File: config.mk
export PLATFORM = sky130hd
export DESIGN_NAME = alu_arbiter
export DESIGN_NICKNAME = d
export VERILOG_FILES = /design/src/rtl/alu_arbiter.sv
export SDC_FILE = /design/constraint.sdc
export NUM_CORES = 1
export LEC_CHECK = 0
export BUFFER_PORTS_ARGS = -buffer_cell sky130_fd_sc_hd__buf_4
export CAP_MARGIN = 20
export CORE_AREA = 2 2 248 250
export DETAILED_ROUTE_END_ITERATION = 7
export DIE_AREA = 0 0 250 252
export HOLD_SLACK_MARGIN = 0.06
export PLACE_DENSITY = 0.46
export SYNTH_ARGS = -nofsm -noshare
export SYNTH_HDL_FRONTEND = slang
export SYNTH_SLANG_ARGS = --single-unit
File: constraint.sdc
create_clock -name clk -period 7.2 [get_ports clk]
set_clock_uncertainty 0.05 [all_clocks]
set_input_delay 2.16 -clock clk [delete_from_list [all_inputs] [get_ports clk]]
set_output_delay 2.16 -clock clk [all_outputs]
set_load 0.02 [all_outputs]
File: src/rtl/alu_arbiter.sv
// -----------------------------------------------------------------------------
// alu_arbiter
//
// Shares one combinational ALU between two requesters:
//   port 0 = execute stage, port 1 = branch/address unit.
// A round-robin arbiter accepts one request at a time using a valid/ready
// handshake. It registers the winner's operands and control into the ALU
// input registers, captures the ALU outputs one cycle later, and presents
// them to the winner with a valid/ready response handshake.
// Each operation passes through IDLE -> ISSUE -> RESP, so one operation
// takes at least three cycles.
//
// Ports (requester i occupies slice [i*N +: N] of each packed request bus)
//   clk, rst_n            clock (rising edge), async active-low reset
//   flush_i               synchronous abort of any in-flight operation
//   req_valid_i[1:0]      request valid per requester
//   req_ready_o[1:0]      request accepted this cycle (IDLE only)
//   req_opd_i             {opd4,opd3,opd2,opd1} per requester
//   req_pc_i              pc per requester
//   req_ctrl_i            {pc_sel, op_sel[2:0], mux2_sel[1:0], mux1_sel} per requester
//   rsp_valid_o[1:0]      one-hot response valid toward the owner
//   rsp_ready_i[1:0]      response consumed (only the owner's bit matters)
//   rsp_result_o          captured alu_result
//   rsp_comp_o            captured comp_result
//   busy_o                an operation is in flight
//   alu_*_o               registered operands/control toward the ALU
//   alu_result_i          combinational result from the ALU
//   comp_result_i         combinational compare result from the ALU
// -----------------------------------------------------------------------------
module alu_arbiter #(
    parameter int OPERAND_LENGTH = 32,
    parameter int PC_LENGTH      = 32
) (
    input  logic                          clk,
    input  logic                          rst_n,
    input  logic                          flush_i,
    input  logic [1:0]                    req_valid_i,
    output logic [1:0]                    req_ready_o,
    input  logic [2*4*OPERAND_LENGTH-1:0] req_opd_i,
    input  logic [2*PC_LENGTH-1:0]        req_pc_i,
    input  logic [13:0]                   req_ctrl_i,
    output logic [1:0]                    rsp_valid_o,
    input  logic [1:0]                    rsp_ready_i,
    output logic [OPERAND_LENGTH-1:0]     rsp_result_o,
    output logic [OPERAND_LENGTH-1:0]     rsp_comp_o,
    output logic                          busy_o,
    output logic [OPERAND_LENGTH-1:0]     alu_opd1_o,
    output logic [OPERAND_LENGTH-1:0]     alu_opd2_o,
    output logic [OPERAND_LENGTH-1:0]     alu_opd3_o,
    output logic [OPERAND_LENGTH-1:0]     alu_opd4_o,
    output logic [PC_LENGTH-1:0]          alu_pc_o,
    output logic                          alu_mux1_select_o,
    output logic [1:0]                    alu_mux2_select_o,
    output logic [2:0]                    alu_op_select_o,
    output logic                          alu_pc_select_o,
    input  logic [OPERAND_LENGTH-1:0]     alu_result_i,
    input  logic [OPERAND_LENGTH-1:0]     comp_result_i
);

    localparam int OL     = OPERAND_LENGTH;
    localparam int PL     = PC_LENGTH;
    localparam int OPD_W  = 4 * OL;
    localparam int CTRL_W = 7;

    typedef enum logic [1:0] {
        ST_IDLE  = 2'b00,
        ST_ISSUE = 2'b01,
        ST_RESP  = 2'b10
    } state_e;

    state_e              state_q,      state_d;
    logic                last_grant_q, last_grant_d;
    logic [1:0]          rsp_valid_q,  rsp_valid_d;
    logic                busy_q,       busy_d;
    logic [OPD_W-1:0]    alu_opd_q,    alu_opd_d;
    logic [PL-1:0]       alu_pc_q,     alu_pc_d;
    logic [CTRL_W-1:0]   alu_ctrl_q,   alu_ctrl_d;
    logic [OL-1:0]       rsp_result_q, rsp_result_d;
    logic [OL-1:0]       rsp_comp_q,   rsp_comp_d;

    logic                grant_s;
    logic                any_valid_s;
    logic                accept_s;
    logic                capture_s;
    logic [1:0]          req_ready_s;
    logic [OPD_W-1:0]    win_opd_s;
    logic [PL-1:0]       win_pc_s;
    logic [CTRL_W-1:0]   win_ctrl_s;

    // Round-robin pick: a lone requester wins, and a tie goes to the port that did not win last.
    always_comb begin
        grant_s     = 1'b0;
        any_valid_s = |req_valid_i;
        if (req_valid_i == 2'b11) begin
            grant_s = ~last_grant_q;
        end else if (req_valid_i[1]) begin
            grant_s = 1'b1;
        end else begin
            grant_s = 1'b0;
        end
    end

    // Acceptance happens only in IDLE, and a flush blocks it in the same cycle.
    always_comb begin
        accept_s    = 1'b0;
        req_ready_s = 2'b00;
        if ((state_q == ST_IDLE) && any_valid_s && !flush_i) begin
            accept_s = 1'b1;
            if (grant_s) begin
                req_ready_s = 2'b10;
            end else begin
                req_ready_s = 2'b01;
            end
        end else begin
            accept_s    = 1'b0;
            req_ready_s = 2'b00;
        end
    end

    // The ready path is combinational, so it is masked by reset to keep every output low during reset.
    assign req_ready_o = req_ready_s & {2{rst_n}};

    // Select the winner's request fields for loading into the ALU input registers.
    always_comb begin
        win_opd_s  = '0;
        win_pc_s   = '0;
        win_ctrl_s = '0;
        if (grant_s) begin
            win_opd_s  = req_opd_i[OPD_W +: OPD_W];
            win_pc_s   = req_pc_i[PL +: PL];
            win_ctrl_s = req_ctrl_i[CTRL_W +: CTRL_W];
        end else begin
            win_opd_s  = req_opd_i[0 +: OPD_W];
            win_pc_s   = req_pc_i[0 +: PL];
            win_ctrl_s = req_ctrl_i[0 +: CTRL_W];
        end
    end

    // Next-state logic for the operation sequencer. last_grant also serves as the owner of the in-flight operation.
    always_comb begin
        state_d      = state_q;
        last_grant_d = last_grant_q;
        case (state_q)
            ST_IDLE: begin
                if (accept_s) begin
                    state_d      = ST_ISSUE;
                    last_grant_d = grant_s;
                end else begin
                    state_d      = ST_IDLE;
                end
            end
            ST_ISSUE: begin
                if (flush_i) begin
                    state_d = ST_IDLE;
                end else begin
                    state_d = ST_RESP;
                end
            end
            ST_RESP: begin
                if (flush_i) begin
                    state_d = ST_IDLE;
                end else if (rsp_ready_i[last_grant_q]) begin
                    state_d = ST_IDLE;
                end else begin
                    state_d = ST_RESP;
                end
            end
            default: begin
                state_d = ST_IDLE;
            end
        endcase
    end

    // Response valid and busy are registered, derived from the state being entered.
    always_comb begin
        rsp_valid_d = 2'b00;
        busy_d      = (state_d != ST_IDLE);
        if (state_d == ST_RESP) begin
            if (last_grant_q) begin
                rsp_valid_d = 2'b10;
            end else begin
                rsp_valid_d = 2'b01;
            end
        end else begin
            rsp_valid_d = 2'b00;
        end
    end

    // ALU input registers load only on acceptance and otherwise keep their last value.
    always_comb begin
        alu_opd_d  = alu_opd_q;
        alu_pc_d   = alu_pc_q;
        alu_ctrl_d = alu_ctrl_q;
        if (accept_s) begin
            alu_opd_d  = win_opd_s;
            alu_pc_d   = win_pc_s;
            alu_ctrl_d = win_ctrl_s;
        end else begin
            alu_opd_d  = alu_opd_q;
            alu_pc_d   = alu_pc_q;
            alu_ctrl_d = alu_ctrl_q;
        end
    end

    // Capture ALU outputs at the end of ISSUE. A flushed operation is not captured.
    always_comb begin
        capture_s    = (state_q == ST_ISSUE) && !flush_i;
        rsp_result_d = rsp_result_q;
        rsp_comp_d   = rsp_comp_q;
        if (capture_s) begin
            rsp_result_d = alu_result_i;
            rsp_comp_d   = comp_result_i;
        end else begin
            rsp_result_d = rsp_result_q;
            rsp_comp_d   = rsp_comp_q;
        end
    end

    // Sequencer state and round-robin history. Reset favours port 0 on the first tie.
    always_ff @(posedge clk or negedge rst_n) begin
        if (!rst_n) begin
            state_q      <= ST_IDLE;
            last_grant_q <= 1'b1;
            rsp_valid_q  <= 2'b00;
            busy_q       <= 1'b0;
        end else begin
            state_q      <= state_d;
            last_grant_q <= last_grant_d;
            rsp_valid_q  <= rsp_valid_d;
            busy_q       <= busy_d;
        end
    end

    // Registers driving the ALU inputs.
    always_ff @(posedge clk or negedge rst_n) begin
        if (!rst_n) begin
            alu_opd_q  <= '0;
            alu_pc_q   <= '0;
            alu_ctrl_q <= '0;
        end else begin
            alu_opd_q  <= alu_opd_d;
            alu_pc_q   <= alu_pc_d;
            alu_ctrl_q <= alu_ctrl_d;
        end
    end

    // Captured response data.
    always_ff @(posedge clk or negedge rst_n) begin
        if (!rst_n) begin
            rsp_result_q <= '0;
            rsp_comp_q   <= '0;
        end else begin
            rsp_result_q <= rsp_result_d;
            rsp_comp_q   <= rsp_comp_d;
        end
    end

    assign rsp_valid_o       = rsp_valid_q;
    assign busy_o            = busy_q;
    assign rsp_result_o      = rsp_result_q;
    assign rsp_comp_o        = rsp_comp_q;
    assign alu_opd1_o        = alu_opd_q[0*OL +: OL];
    assign alu_opd2_o        = alu_opd_q[1*OL +: OL];
    assign alu_opd3_o        = alu_opd_q[2*OL +: OL];
    assign alu_opd4_o        = alu_opd_q[3*OL +: OL];
    assign alu_pc_o          = alu_pc_q;
    assign alu_mux1_select_o = alu_ctrl_q[0];
    assign alu_mux2_select_o = alu_ctrl_q[2:1];
    assign alu_op_select_o   = alu_ctrl_q[5:3];
    assign alu_pc_select_o   = alu_ctrl_q[6];

endmodule
==> results of run 1 <==
## layout make-up
type | count | area [um^2] | area share, %
clock inverter | 3 | 68.8 | 0.415
sequential | 237 | 5930 | 35.8
clock buffer | 45 | 826 | 4.98
timing repair buffer | 653 | 4970 | 29.9
tap | 782 | 978 | 5.90
inverter | 3 | 11.3 | 0.0679
multi-input combinational | 417 | 3810 | 22.9
## worst min-delay path by stage
| stage | end | cells past startpoint |
|---|---|---|
| 6_report | rsp_result_o[11] | 1 |
| 5_1_grt | rsp_result_o[11] | 1 |
| 4_1_cts | rsp_result_o[19] | 1 |
| 3_5_place_dp | rsp_result_o[19] | 1 |
| 3_3_place_gp | rsp_comp_o[3] | 1 |
| 2_1_floorplan | last_grant_q | 2 |
## cells in the mapped netlist, types with 3 or more instances
cell type,n
a221o_1,167
buf_1,3
buf_2,32
clkbuf_1,45
dfrtp_1,236
inv_1,3
mux2_2,64
nor2_1,4
o21a_1,167
## state kept, by name, summed over array words and instances (netlist names)
name / cells
alu_pc_o: 32
last_grant_q: 1
rsp_valid_o: 2
rsp_result_o: 32
busy_o: 1
alu_opd_q: 128
state_q: 2
alu_ctrl_q: 7
rsp_comp_o: 32
## power by group through the flow
stage / registers [mW] / logic, mW / clock network, mW
after global routing: 1.96 / 2.12 / 1.55
after floorplan: 2.36 / 0.574 / 0
after CTS: 1.92 / 2.02 / 1.49
final: 1.91 / 2.00 / 1.43
after global placement: 1.93 / 2.01 / 0
after detailed placement: 1.93 / 2.02 / 0
## through the flow
stage / hold slack [ns] / cells / setup slack, ns
after floorplan: 0.540 / 737 / 1.36
after global placement: 0.440 / 2091 / 1.37
after detailed placement: 0.446 / 2091 / 1.36
after CTS: 0.460 / 2139 / 1.34
after global routing: 0.464 / 2140 / 1.30
final: 0.455 / 2140 / 1.37
## worst register-to-register path, stage by stage, from the launching register on
cell and delay, ns:
dfrtp_1 0.41, or3_4 0.43, buf_4 0.73, buf_4 0.69, buf_4 0.53, o21a_1 0.17, a221o_1 0.10
## routing by layer
metal | track usage, % | up-vias
met4 | 3.39 | 0
met2 | 22.4 | 420
met5 | 0 | -
met1 | 15.1 | 4560
li1 | - | 4130
met3 | 4.18 | 53
## cells by family after synthesis
kind of cell           Yosys count  share of synthesized area [%]
AOI/OAI and AO/OA              339                           29.7
buffers and inverters           83                           3.49
DFF                            237                           58.9
muxes                           65                           7.25
and+or+nand+nor                 13                          0.708
==> results.toml, run 1 <==
[finish]
insertedDiodeCount = 0
drive_gt1_share_pct = 55.9
finalNetCount = 1746
fin_util_pct = 27.6
design_area_um2 = 16600
layout_common_cells = "648 x buf_4, 236 x dfrtp_1, 167 x o21a_1, 167 x a221o_1, 64 x mux2_2"
nFillCells = 6307
area.growth.synth_to_final_pct = 64.7
final_common_cell = "buf_4"

[setup_path]
cp.depth = 5
regToRegStartpoint = "state_q[1]"
cp_slowest_cell = "or3_4"
crit_path_end = "req_ready_o[0]"
regToRegSetupSlack_ns = 4.04
setup.worst_path.end_class = "output pin"
criticalPathCategory = "in2out"
r2r_end = "alu_opd_q[11]"
r2r_cells = 6
cp.required_ns = 4.99
crit_fanout = 32
max_stage_delay_ns = 0.58
path_delay_family = "simple AND/OR/NAND/NOR gates"
worstSetupStartpoint = "flush_i"
critPathArrivalTime_ns = 3.62
crit_buf_inv = 2
crit_path_start_kind = "input pin"
cpMostUsedCell = "buf_4"
path_cells = "buf_4 > or3_4 > a211oi_4 > and2_1 > buf_4"

[power_and_ir_drop]
switching_share_pct = 33.9
p_leak_nw = 7.77
total_power_mw = 5.34
power_density_nw_per_um2 = 322
switching_power_mw = 1.81
power_frac_seq_pct = 35.8
internal-power_mw = 3.53
comb_power_share_pct = 37.4
ir_drop_v = 0.000170
clockPowerShare_pct = 26.8

[yosys]
synthTopCellsByArea = "dfrtp_1 59%, a221o_1 17%, o21a_1 12%, mux2_2 7.2%, clkbuf_1 1.7%"
synth_top_cell_area_share_pct = 58.6
async_flop_share_pct = 100
yosysUniqueCellTypes = 21
avgSynthCellArea_um2 = 13.7
synth-edff-count = 0
seq_area_frac_synth_pct = 58.9
synth_flop_cell = "dfrtp_1"
yosysWarnings = 0
syn_area_um2 = 10100
syn_nets = 1142
synth_cells = 737
yosys.area.top_type = "dfrtp_1"
yosys_register_bits = 237

[timing]
hold_viol = 0
setup_tns_ns = 0
rsz0062_at_grt = "no"
finalCriticalPeriod_ns = 5.83
finalSetupViolCount = 0
slew_headroom_pct = 32.7
fin_crit_sh_pct = 81.0
slew_viol_final = 0
timing.fmax_ghz = 0.172
worst_pin_slew_ns = 1.01

[clock_tree]
clock_path_buffers = 3
cts-hold-fix-buffers = 0
numCtsBuffers = 29
clk_pin_slew_ns = 0.06
clockRootBuffer = "clkbuf_16"
cts_tree = "done"
numClockSinks = 237
ctsResizeCount = 0
h-tree-depth = 1
post-cts-setup-buffer-count = 0
clk_latency_ns = 0.56

[detailed_routing]
drt-met1-wl_um = 16600
wl_met3_um = 3530
viasPerCell = 4.28
routed.top_layer = "met4"
drc_errors = 0
drt_iter0_markers = 476
num_vias = 9163
postRouteAntennaNets = 0
dr_wl_met2_um = 21600
totalWireLength_um = 42900
dr.pass1.iters = 7
wl_per_cell_um = 20.0

[job]
maxCapViolations = 0

[grt]
antenna_found_initial = 0
grt_max_degree = 169
grt_pass1_vias = 9723
overflow = 0
grt.total_usage_pct = 12.8
grt_pass1_wl_um = 62700

[placed_design]
finalWeightedCongestion = 0.808
placed_area_um2 = 15700
dp_hpwl_um = 30400
io_buffer_count = 640

[floorplan]
fp.dieW_um = 250
dieArea_um2 = 63000
coreArea_um2 = 60100
io_pins = 641
initial_utilization_pct = 16.7
rows = 90
die_h_um = 252

[min_path]
hp-start = "rsp_result_o[11]"
hp-class = "reg2reg"

[status]
status = "finished, final reports clean"
Power figures use the tool's default switching activity.
==> inputs of run 2 (changes only) <==
==> config.mk (replaced) <==
export PLATFORM = sky130hd
export DESIGN_NAME = alu_arbiter
export DESIGN_NICKNAME = d
export VERILOG_FILES = /design/src/rtl/alu_arbiter.sv
export SDC_FILE = /design/constraint.sdc
export NUM_CORES = 1
export LEC_CHECK = 0
export ABC_AREA = 1
export BUFFER_PORTS_ARGS = -buffer_cell sky130_fd_sc_hd__buf_4
export CAP_MARGIN = 20
export CORE_AREA = 2 2 250 252
export DETAILED_ROUTE_END_ITERATION = 7
export DIE_AREA = 0 0 252 254
export HOLD_SLACK_MARGIN = 0.06
export PLACE_DENSITY = 0.5
export SYNTH_ARGS = -nofsm -noshare
export SYNTH_HDL_FRONTEND = slang
export SYNTH_SLANG_ARGS = --single-unit
==> constraint.sdc (replaced) <==
create_clock -name clk -period 5.12 [get_ports clk]
set_clock_uncertainty 0.05 [all_clocks]
set_input_delay 1.536 -clock clk [delete_from_list [all_inputs] [get_ports clk]]
set_output_delay 1.536 -clock clk [all_outputs]
set_load 0.02 [all_outputs]
==> results.toml, run 2 <==
[yosys]
synth_top_cell_area_share_pct = 52.2
yosysWarnings = 0
synthTopCellsByArea = "dfrtp_1 52%, nand2_1 34%, nand3_1 7.4%, buf_2 3.0%, buf_4 1.1%"
yosysUniqueCellTypes = 17
synth_cells = 1563
async_flop_share_pct = 100
synth_flop_cell = "dfrtp_1"
seq_area_frac_synth_pct = 52.5
synthTopCellsByCount = "1036 x nand2_1, 236 x dfrtp_1, 167 x nand3_1"
syn_area_um2 = 11300
yosys_register_bits = 237
yosysMostFrequentCell = "nand2_1"
avgSynthCellArea_um2 = 7.23
synth-edff-count = 0
yosys.area.top_type = "dfrtp_1"
syn_nets = 1968

[finish]
final_common_cell = "nand2_1"
area.growth.synth_to_final_pct = 56.9
largest_reg_flops = 128
regMostFlops = "alu_opd_q"
ff_latch_area_um2 = 5930
drive_gt1_share_pct = 32.8
nFillCells = 6659
layout_common_cells = "1035 x nand2_1, 647 x buf_4, 236 x dfrtp_1"
finalNetCount = 2549
multi_input_area_um2 = 4820

[job]
maxCapViolations = 0

[timing]
hold_viol = 0
worst_pin_slew_ns = 1.13
setup_tns_ns = 0
timing.fmax_ghz = 0.233
slew_viol_final = 0
fin_crit_sh_pct = 84.0
slew_headroom_pct = 24.4
rsz0062_at_grt = "no"
finalCriticalPeriod_ns = 4.30
finalSetupViolCount = 0

[clock_tree]
clock_path_buffers = 3
ctsResizeCount = 0
clk_pin_slew_ns = 0.06
clk_latency_ns = 0.55
numClockSinks = 237
cts-hold-fix-buffers = 0
clockRootBuffer = "clkbuf_16"
h-tree-depth = 1
cts_tree = "done"
post-cts-setup-buffer-count = 0
numCtsBuffers = 30

[floorplan]
die_h_um = 254
rows = 91
initial_utilization_pct = 18.5
coreArea_um2 = 61300
io_pins = 641
fp.dieW_um = 252
dieArea_um2 = 64000

[setup_path]
critPathArrivalTime_ns = 2.71
crit_path_start_kind = "input pin"
setup.worst_path.end_class = "output pin"
criticalPathCategory = "in2out"
cp.required_ns = 3.53
crit_fanout = 40

[grt]
grt_pass1_wl_um = 69400
grt.total_usage_pct = 13.6
grt_max_degree = 171
grt_pass1_vias = 12059
antenna_found_initial = 1
overflow = 0

[detailed_routing]
dr.pass1.iters = 5
postRouteAntennaNets = 0
drt_iter0_markers = 783
drc_errors = 0
num_vias = 12164
wl_per_cell_um = 15.6
totalWireLength_um = 46100
viasPerCell = 4.11

[status]
status = "finished, final reports clean"

[power_and_ir_drop]
p_leak_nw = 10.2
ir_drop_v = 0.000217
power_density_nw_per_um2 = 425
total_power_mw = 7.54

[min_path]
hp-class = "reg2reg"

[placed_design]
io_buffer_count = 640
finalWeightedCongestion = 0.845
dp_hpwl_um = 34000
==> run 2: cell count changes after synthesis, moves of 16 or more <==
cell | before | now
o21a_1 | 167 | 0
mux2_2 | 64 | 0
a221o_1 | 167 | 0
buf_2 | 32 | 67
clkbuf_1 | 45 | 12
nand2_1 | 0 | 1036
buf_4 | 0 | 16
nand3_1 | 0 | 167
==> run 2: worst paths after layout <==
path / start / to / slack, ns / cells past startpoint
hold reg to reg: alu_opd_q[3] / alu_opd_q[3] / 0.42 / 2
setup reg to reg: last_grant_q / alu_opd_q[41] / 2.35 / 7
hold / removal: alu_opd_q[3] / alu_opd_q[3] / 0.42 / 2
setup / recovery: req_valid_i[0] / req_ready_o[0] / 0.82 / 6
max in group asynchronous: rst_n / alu_opd_q[35] / 2.70 / 3
min in group asynchronous: rst_n / alu_pc_o[2] / 1.04 / 2
==> run 2: area by class of cell <==
class,count,area share (%)
Timing Repair Buffer,653,28.0
Multi-Input combinational cell,1216,27.2
Antenna cell,1,0.0141
Clock inverter,9,0.444
Tap cell,790,5.57
Clock buffer,46,5.20
Inverter,6,0.155
Sequential cell,237,33.4
==> run 2: where the power goes <==
group          internal, mW  switching, mW
clock network          1.28          0.839
registers              2.37          0.292
logic                  1.11           1.65
==> run 2: kinds of logic (layout without fill, tap and decap cells) <==
group / Yosys count / after routing / share of synthesized area (%)
compound gates: 1 / 1 / 0.0442
buf+inv: 110 / 714 / 5.13
flops: 237 / 237 / 52.5
other cells: 0 / 1 / 0
simple gates: 1215 / 1215 / 42.4
==> run 2: per-layer routing <==
metal / up-vias / global-route usage, % / wire length, um
li1: 5967 / - / -
met4: 0 / 4.62 / 1400
met3: 78 / 2.64 / 3230
met2: 456 / 23.5 / 22600
met5: - / 0 / 0
met1: 5663 / 17.0 / 18800
==> run 2: metrics by stage <==
stage	util [%]	setup WS, ns	cell area, um^2	hold WS (ns)	cells
2_1_floorplan	-	1.05	11300	0.430	1563
3_3_place_gp	27.3	0.810	16700	0.406	2901
3_5_place_dp	27.3	0.817	16700	0.410	2901
6_report	29.0	0.820	17700	0.417	2958
4_1_cts	28.9	0.810	17700	0.423	2956
5_1_grt	28.9	0.694	17700	0.435	2957
==> run 2: worst max-delay path: stages <==
cell,delay [ns]
buf_4,0.10
nand2_4,0.27
nand2_8,0.31
nand2_1,0.11
nor2_1,0.18
buf_4,0.18
